===== config.mk =====
export PLATFORM = sky130hd
export DESIGN_NAME = mul_feeder
export DESIGN_NICKNAME = d
export VERILOG_FILES = /design/src/rtl/mul_feeder.sv
export SDC_FILE = /design/constraint.sdc
export NUM_CORES = 1
export LEC_CHECK = 0
export ABC_AREA = 0
export CAP_MARGIN = 20
export CELL_PAD_IN_SITES_DETAIL_PLACEMENT = 1
export CELL_PAD_IN_SITES_GLOBAL_PLACEMENT = 2
export CORE_MARGIN = 5
export CORE_UTILIZATION = 30
export DETAILED_ROUTE_END_ITERATION = 6
export PLACE_DENSITY = 0.7
export SLEW_MARGIN = 20
export SYNTH_ARGS = -nofsm -noshare
export SYNTH_HDL_FRONTEND = slang
export SYNTH_SLANG_ARGS = --single-unit
export TNS_END_PERCENT = 20

===== constraint.sdc =====
create_clock -name clk -period 6.9 [get_ports clk]
set_clock_uncertainty 0.2 [all_clocks]
set_input_delay 0.69 -clock clk [delete_from_list [all_inputs] [get_ports clk]]
set_output_delay 0.69 -clock clk [all_outputs]
set_load 0.01 [all_outputs]

===== src/rtl/mul_feeder.sv =====
// Operand feeder for a serial repeated-add multiplier: queues {a,b} pairs, streams them to the
// multiplier, waits for completion with a timeout, and presents each product to a ready/valid sink.
module mul_feeder #(
    parameter int W       = 16,
    parameter int DEPTH   = 4,
    parameter int TIMEOUT = 70000
) (
    input  logic         clk,
    input  logic         rst_n,
    input  logic         op_valid,
    output logic         op_ready,
    input  logic [W-1:0] op_a,
    input  logic [W-1:0] op_b,
    output logic         mul_start,
    output logic [W-1:0] mul_data_in,
    input  logic         mul_done,
    input  logic [W-1:0] mul_product,
    output logic         res_valid,
    input  logic         res_ready,
    output logic [W-1:0] res_data,
    output logic         res_err,
    output logic         busy
);

    localparam int AW = $clog2(DEPTH);
    localparam int CW = (TIMEOUT > 1) ? $clog2(TIMEOUT) : 1;
    localparam logic [AW:0]   FULL_CNT = (AW + 1)'(DEPTH);
    localparam logic [CW-1:0] LAST_WAIT = CW'(TIMEOUT - 1);

    localparam logic [2:0] S_IDLE  = 3'd0;
    localparam logic [2:0] S_START = 3'd1;
    localparam logic [2:0] S_LDA   = 3'd2;
    localparam logic [2:0] S_LDB   = 3'd3;
    localparam logic [2:0] S_WAIT  = 3'd4;
    localparam logic [2:0] S_OUT   = 3'd5;

    logic [2*W-1:0] mem_q [DEPTH];
    logic [AW-1:0]  wr_ptr_q, wr_ptr_d;
    logic [AW-1:0]  rd_ptr_q, rd_ptr_d;
    logic [AW:0]    count_q, count_d;
    logic [2:0]     state_q, state_d;
    logic [W-1:0]   a_q, a_d, b_q, b_d;
    logic [W-1:0]   data_q, data_d;
    logic [W-1:0]   res_data_q, res_data_d;
    logic           res_err_q, res_err_d;
    logic [CW-1:0]  wcnt_q, wcnt_d;

    logic           fifo_full, fifo_empty, push, pop;
    logic [W-1:0]   head_a, head_b;

    assign fifo_full  = (count_q == FULL_CNT);
    assign fifo_empty = (count_q == '0);
    assign push       = op_valid && !fifo_full;
    assign pop        = (state_q == S_IDLE) && !fifo_empty;
    assign {head_a, head_b} = mem_q[rd_ptr_q];

    // Storage needs no reset: an entry is only read after it has been written.
    always_ff @(posedge clk) begin
        if (push) begin
            mem_q[wr_ptr_q] <= {op_a, op_b};
        end
    end

    always_comb begin
        wr_ptr_d = push ? wr_ptr_q + 1'b1 : wr_ptr_q;
        rd_ptr_d = pop  ? rd_ptr_q + 1'b1 : rd_ptr_q;
        count_d  = count_q;
        case ({push, pop})
            2'b10:   count_d = count_q + 1'b1;
            2'b01:   count_d = count_q - 1'b1;
            default: count_d = count_q;
        endcase
    end

    always_comb begin
        state_d    = state_q;
        a_d        = a_q;
        b_d        = b_q;
        data_d     = data_q;
        res_data_d = res_data_q;
        res_err_d  = res_err_q;
        wcnt_d     = wcnt_q;
        case (state_q)
            S_IDLE: begin
                if (!fifo_empty) begin
                    a_d = head_a;
                    b_d = head_b;
                    // A zero operand would never terminate the repeated-add loop, so answer directly.
                    if (head_a == '0 || head_b == '0) begin
                        res_data_d = '0;
                        res_err_d  = 1'b0;
                        state_d    = S_OUT;
                    end else begin
                        state_d = S_START;
                    end
                end
            end
            S_START: begin
                data_d  = a_q;
                state_d = S_LDA;
            end
            S_LDA: begin
                data_d  = b_q;
                state_d = S_LDB;
            end
            S_LDB: begin
                wcnt_d  = '0;
                state_d = S_WAIT;
            end
            S_WAIT: begin
                wcnt_d = wcnt_q + 1'b1;
                if (mul_done) begin
                    res_data_d = mul_product;
                    res_err_d  = 1'b0;
                    state_d    = S_OUT;
                end else if (wcnt_q == LAST_WAIT) begin
                    res_data_d = '0;
                    res_err_d  = 1'b1;
                    state_d    = S_OUT;
                end
            end
            S_OUT: begin
                if (res_ready) begin
                    state_d = S_IDLE;
                end
            end
            default: state_d = S_IDLE;
        endcase
    end

    always_ff @(posedge clk or negedge rst_n) begin
        if (!rst_n) begin
            wr_ptr_q   <= '0;
            rd_ptr_q   <= '0;
            count_q    <= '0;
            state_q    <= S_IDLE;
            a_q        <= '0;
            b_q        <= '0;
            data_q     <= '0;
            res_data_q <= '0;
            res_err_q  <= 1'b0;
            wcnt_q     <= '0;
        end else begin
            wr_ptr_q   <= wr_ptr_d;
            rd_ptr_q   <= rd_ptr_d;
            count_q    <= count_d;
            state_q    <= state_d;
            a_q        <= a_d;
            b_q        <= b_d;
            data_q     <= data_d;
            res_data_q <= res_data_d;
            res_err_q  <= res_err_d;
            wcnt_q     <= wcnt_d;
        end
    end

    assign op_ready    = !fifo_full;
    assign mul_start   = (state_q == S_START);
    assign mul_data_in = data_q;
    assign res_valid   = (state_q == S_OUT);
    assign res_data    = res_data_q;
    assign res_err     = res_err_q;
    assign busy        = (state_q != S_IDLE) || !fifo_empty;

endmodule


Word-level counts from Yosys, hierarchy flattened
Memories as Yosys holds them, arrays and structs flattened. Index checks and enable logic that the tools add are counted.

Register bits after elaboration: 92. Memory bits (writable): 128. Input port bits: 53. Output and inout port bits: 37. Logic and storage cells: 69. Memories: 1.

$add $sub $neg: 5. Eq/ne operators: 13. Mux-type cells: 21. Bitwise logic cells: 1. Reductions and logical operators: 18.

Memories: mem_q (words 4, width 32, rd ports 1, clocked after memory_dff 0, wr ports 1, RTL line 37) `logic [2*W-1:0] mem_q [DEPTH];`.

Operator list (number): $mux W16 (4); $pmux W16 S2 (2); $pmux W17 S2 (1); $logic_not A16 Y1 (2); $pmux W3 S6 (1); $add A17 B1 Y17 const B (1); $eq A17 B17 Y1 const B (1); $mux W3 (5); $eq A3 B3 Y1 const B (3); $reduce_bool A2 Y1 (4); $eq A3 B2 Y1 const B (2); $logic_not A3 Y1 (2); $mux W1 (6); $pmux W3 S2 (1); $add A2 B1 Y2 const B (2); $ne A2 B1 Y1 const B (2); $reduce_and A4 Y1 (1); $add A3 B1 Y3 const B (1); $eq A3 B1 Y1 const B (1); $ne A3 B3 Y1 const B (1); $reduce_and A3 Y1 (1); $reduce_bool A3 Y1 (1); $sub A3 B1 Y3 const B (1); $eq A2 B1 Y1 const B (1); other kinds (8) (11).

Logic depth before layout (Yosys ltp)
An unclocked memory read counts as a cell.

Depth after elaboration: 6. Depth in mapped cells: 10. Mapped depth without buffers: 10.

Worst setup path after synthesis
No wires, ideal clock.

Path kind: reg2reg. From: register state_q[1]. To: register count_q[2]. Setup time: 79 ps. Arrival: 2511 ps. Path slack: 4109 ps. Cell stages (with the launch flop): 10. Period minus slack after synthesis: 2791 ps. Cells stage by stage: dfrtp_1 -> buf_6 -> nor4_2 -> clkbuf_1 -> ha_1 -> inv_1 -> fa_1 -> xor2_1 -> nor2_1 -> xor2_1.

Cells in the longest elaborated chain, start to end: 4. Elaborated cells between the ends (all ways): 6.

Ends and longest elaborated chain: start: declaration (RTL line 41) `logic [2:0] state_q, state_d;`; start signal: assignment (RTL line 147) `state_q <= state_d;`; $logic_not A3 Y1 (*) (RTL line 54) `assign pop = (state_q == S_IDLE) && !fifo_empty;`; $logic_and A1 B1 Y1 (*) (RTL line 54); named net pop (RTL line 48) `logic fifo_full, fifo_empty, push, pop;`; $eq A2 B1 Y1 / $eq A2 B2 Y1 (equally long branches) (RTL line 68) `case ({push, pop})`; $pmux W3 S2 / $reduce_bool A2 Y1 (equally long branches); end signal: assignment (RTL line 146) `count_q <= count_d;`; end: declaration (RTL line 40) `logic [AW:0] count_q, count_d;`.

The timed path passes the listed nets; every way through them passes the cells marked *. A chain may end at the register's enable or synchronous reset.

Final worst setup path
From: register rd_ptr_q[0]. To: register res_data_q[13], in the netlist res_data[13].

Cells in the longest elaborated chain, start to end: 5. Elaborated cells between the ends (all ways): 6.

Ends and longest elaborated chain: start: declaration (RTL line 39) `logic [AW-1:0] rd_ptr_q, rd_ptr_d;`; start signal: assignment (RTL line 145) `rd_ptr_q <= rd_ptr_d;`; $mem_v2 Z4 W32 (*); $logic_not A16 Y1 (RTL line 89) `if (head_a == '0 || head_b == '0) begin`; $logic_or A1 B1 Y1 (*) (RTL line 89); $ne A2 B1 Y1 (no source line) (*); $reduce_and A4 Y1 (no source line) (*); end signal: assignment (RTL line 151) `res_data_q <= res_data_d;`; end: declaration (RTL line 44) `logic [W-1:0] res_data_q, res_data_d;`.

Every way passes the cells marked *; elsewhere a longest branch is shown, timed or not.

==> out/qor.txt <==
Number of flops mapped to enable cells by yosys - 128
Setup TNS - 0 ps
Gr usage total - 12.56%
Worst Path Buf+Inv - 1
Vias in the first global route - 5649
Most Crowded Layer GR - met2
Setup WS pre-CTS - 3178 ps
Status - completed
Post-synth top area cell - edfxtp_1
Final nets - 705
Syn-to-layout area delta - 24.29%
Critical path's slowest cell - mux4_1
Max-Slew Margin vs Limit - 47.73%
Cell Area, Synth - 0.008885 mm²
Asr flop ratio synth - 41.82%
Synth unique cells - 48
Final hold vios - 0
Worst-path cell chain - buf_4 > mux4_1 > nor4_1 > nand4_1 > a21boi_2 > a21oi_1
Total power draw - 4798 µW
Syn Area/Cell - 16.21 µm²
Total number of vias - 5111
Final worst setup slack - 3167 ps
Setup repair after global routing missed its margin - no
Post-DP HPWL - 13990 µm
PD cells - 434.5 mW/mm²
Fin. max-slew vios - 0
Die X - 182.1 µm
Vias per cell - 4.845
First-pass iteration count of the detailed router - 4
Sequential share of the synthesized area - 69.17%
Mapped Nets - 608
Worst Path Max Fanout - 26
Number of port buffers - 89
Number of antenna cells inserted - 0
Met1 Usage GRT - 16.79%
Post-placement cell count - 1006
Cells taking the most area after synthesis - edfxtp_1, dfrtp_1, mux4_2
Worst r2r src - rd_ptr_q[0]
Final Cycle Share - 54.10%
Maxcap violations - 0
VDD IR max - 0.2168 mV
H-tree levels - 1
Initial core utilization - 30.22%
DRC - 0
Grt met2 use - 21.31%
First-pass GRT wire length - 33090 µm
Initial antenna violation count - 0
Global route total overflow - 0
WL per Instance - 19.96 µm
Deepest clock path buffer count - 3
WS Path Type - reg -> reg
Worst path required time - 7060 ps
Max stage delay on crit path - 650 ps
Tightest Hold Check Type - reg -> reg
Num ports - 90
Data arrival time of the worst path - 3890 ps
Synth Warn # - 0
Startpoint Class - flop
1st-iter DRT viols - 329
Worst Hold Launch - wcnt_q[16]
Fmax - 0.2679 GHz
CTS Sinks - 220
Synthesized instance count - 548
Core area - 0.02940 mm²
Met3 Use GR - 2.591%
Predominant post-synthesis flop cell - edfxtp_1
Clock latency on the worst-skew pair - 540 ps
CTS clock-pin slew for the worst setup and hold paths - 60 ps
Row count - 63
CTS tree - yes
Layout Utilization - 37.56%
Chip height - 182.1 µm
Crit path launch - rd_ptr_q[0]
Root Driver - clkbuf_16
Ratio of cells with drive above 1 in the final layout - 16.39%
Yosys top cell area share - 43.26%
Critical Path Sink Type - flop
Synth Register Bits - 220
Post-Layout Cell Count - 1055
Largest net degree at the start of global routing - 77
Final min period - 3733 ps
Worst-margin pin slew - 782.4 ps
Final setup viols - 0
Post-route ant nets - 0
Final wirelength - 21060 µm
TritonCTS Buffers - 26
LEAKAGE - 0.004011 µW
Crit path max-delay family - simple AND/OR/NAND/NOR gates
Die Area - 0.03316 mm²
Gpl congestion - 0.7555
==> cell usage in the layout, fill, tap and decap left out, drive strengths merged, types with 3 or more instances in the layout <==
cell,instances
nand3,8
clkbuf,35
inv,9
o211ai,3
edfxtp,128
a21oi,21
clkinv,11
xnor2,3
and2,5
nand2,50
o31ai,20
nor3b,3
xor2,3
clkdlybuf4s50,88
dfrtp,92
mux2,32
ha,6
nand4,4
o21ai,26
nor2,7
nor4,11
buf,12
a22oi,4
mux4,32
mux2i,17
and3,10
==> cell type report <==
cell class / count / area [µm²]
fill: 2976 / 18360
sequential: 220 / 6147
multi-input combinational: 287 / 2550
timing repair buffer: 101 / 984.7
clock buffer: 35 / 724.4
tap: 390 / 488.0
clock inverter: 13 / 115.1
inverter: 9 / 33.78
==> cell families (layout without fill, tap and decap cells) <==
kind of cell	count (synthesis)	count (layout)	synth area share, %
DFF	220	220	69.17
and+or+nand+nor	112	112	6.520
AOI/OAI and AO/OA	81	81	5.605
muxes	81	81	14.63
buffers and inverters	41	158	2.408
adders and majority gates	7	7	1.070
xor gates and xnor gates	6	6	0.5916
==> synthesized netlist by cell type, types with 13 or more instances <==
cell and instances:
o21ai_0 26, mux4_2 19, mux2i_1 17, a21oi_1 21, mux4_1 13, o31ai_1 20
mux2_2 32, nand2_1 50, clkbuf_1 14, edfxtp_1 128, dfrtp_1 92
==> report_power, final <==
| group | switching [µW] | total, µW | internal [µW] | leakage (µW) |
|---|---|---|---|---|
| combinational | 710 | 1450 | 740 | 0.00128 |
| clock | 531 | 1310 | 776 | 0.000408 |
| sequential | 241 | 2040 | 1800 | 0.00232 |
==> worst reg2reg max path: cells and delay by family, from the launching register on <==
family	cells	cell delay [ps]
flops	1	530
buf+inv	1	500
simple gates	2	890
compound gates	2	790
mux	1	650
==> metrics by stage <==
| step | instance area (µm²) | hold slack (ps) |
|---|---|---|
| 2_1_floorplan | 8885 | 194.4 |
| 3_3_place_gp | 10190 | 260.6 |
| 3_5_place_dp | 10190 | 273.0 |
| 4_1_cts | 11040 | 279.3 |
| 5_1_grt | 11040 | 304.4 |
| 6_report | 11040 | 271.1 |
==> metal layers <==
metal	wire [µm]	share of wire, %
met1	9409	45
met2	10140	48
met3	1095	5.2
met4	414	2.0
met5	0	0
==> worst paths after layout <==
check	slack [ps]	depth (start not counted)	to
min in group asynchronous	370	2	res_data[9]
worst max-delay path	3170	6	res_data[13]
worst min register to register	270	1	wcnt_q[16]
worst min-delay path	270	1	wcnt_q[16]
max in group asynchronous	5100	3	rd_ptr_q[0]
worst max register to register	3170	6	res_data[13]
==> sequential cells by signal (all words and copies together), names as in the netlist <==
name and count:
a_q 16, b_q 16, count_q 3, mem_q 128, mul_data_in 16, rd_ptr_q 2, res_data 16, res_err 1
state_q 3, wcnt_q 17, wr_ptr_q 2
==> timing repair <==
item | 4_1_cts | 5_1_grt
hold buffers | 1 | 0
resized for setup | 0 | 0
hold endpoints to repair | 16 | 0
buffers inserted | 0 | 0
No activity file was read; power rests on OpenSTA's default activity.
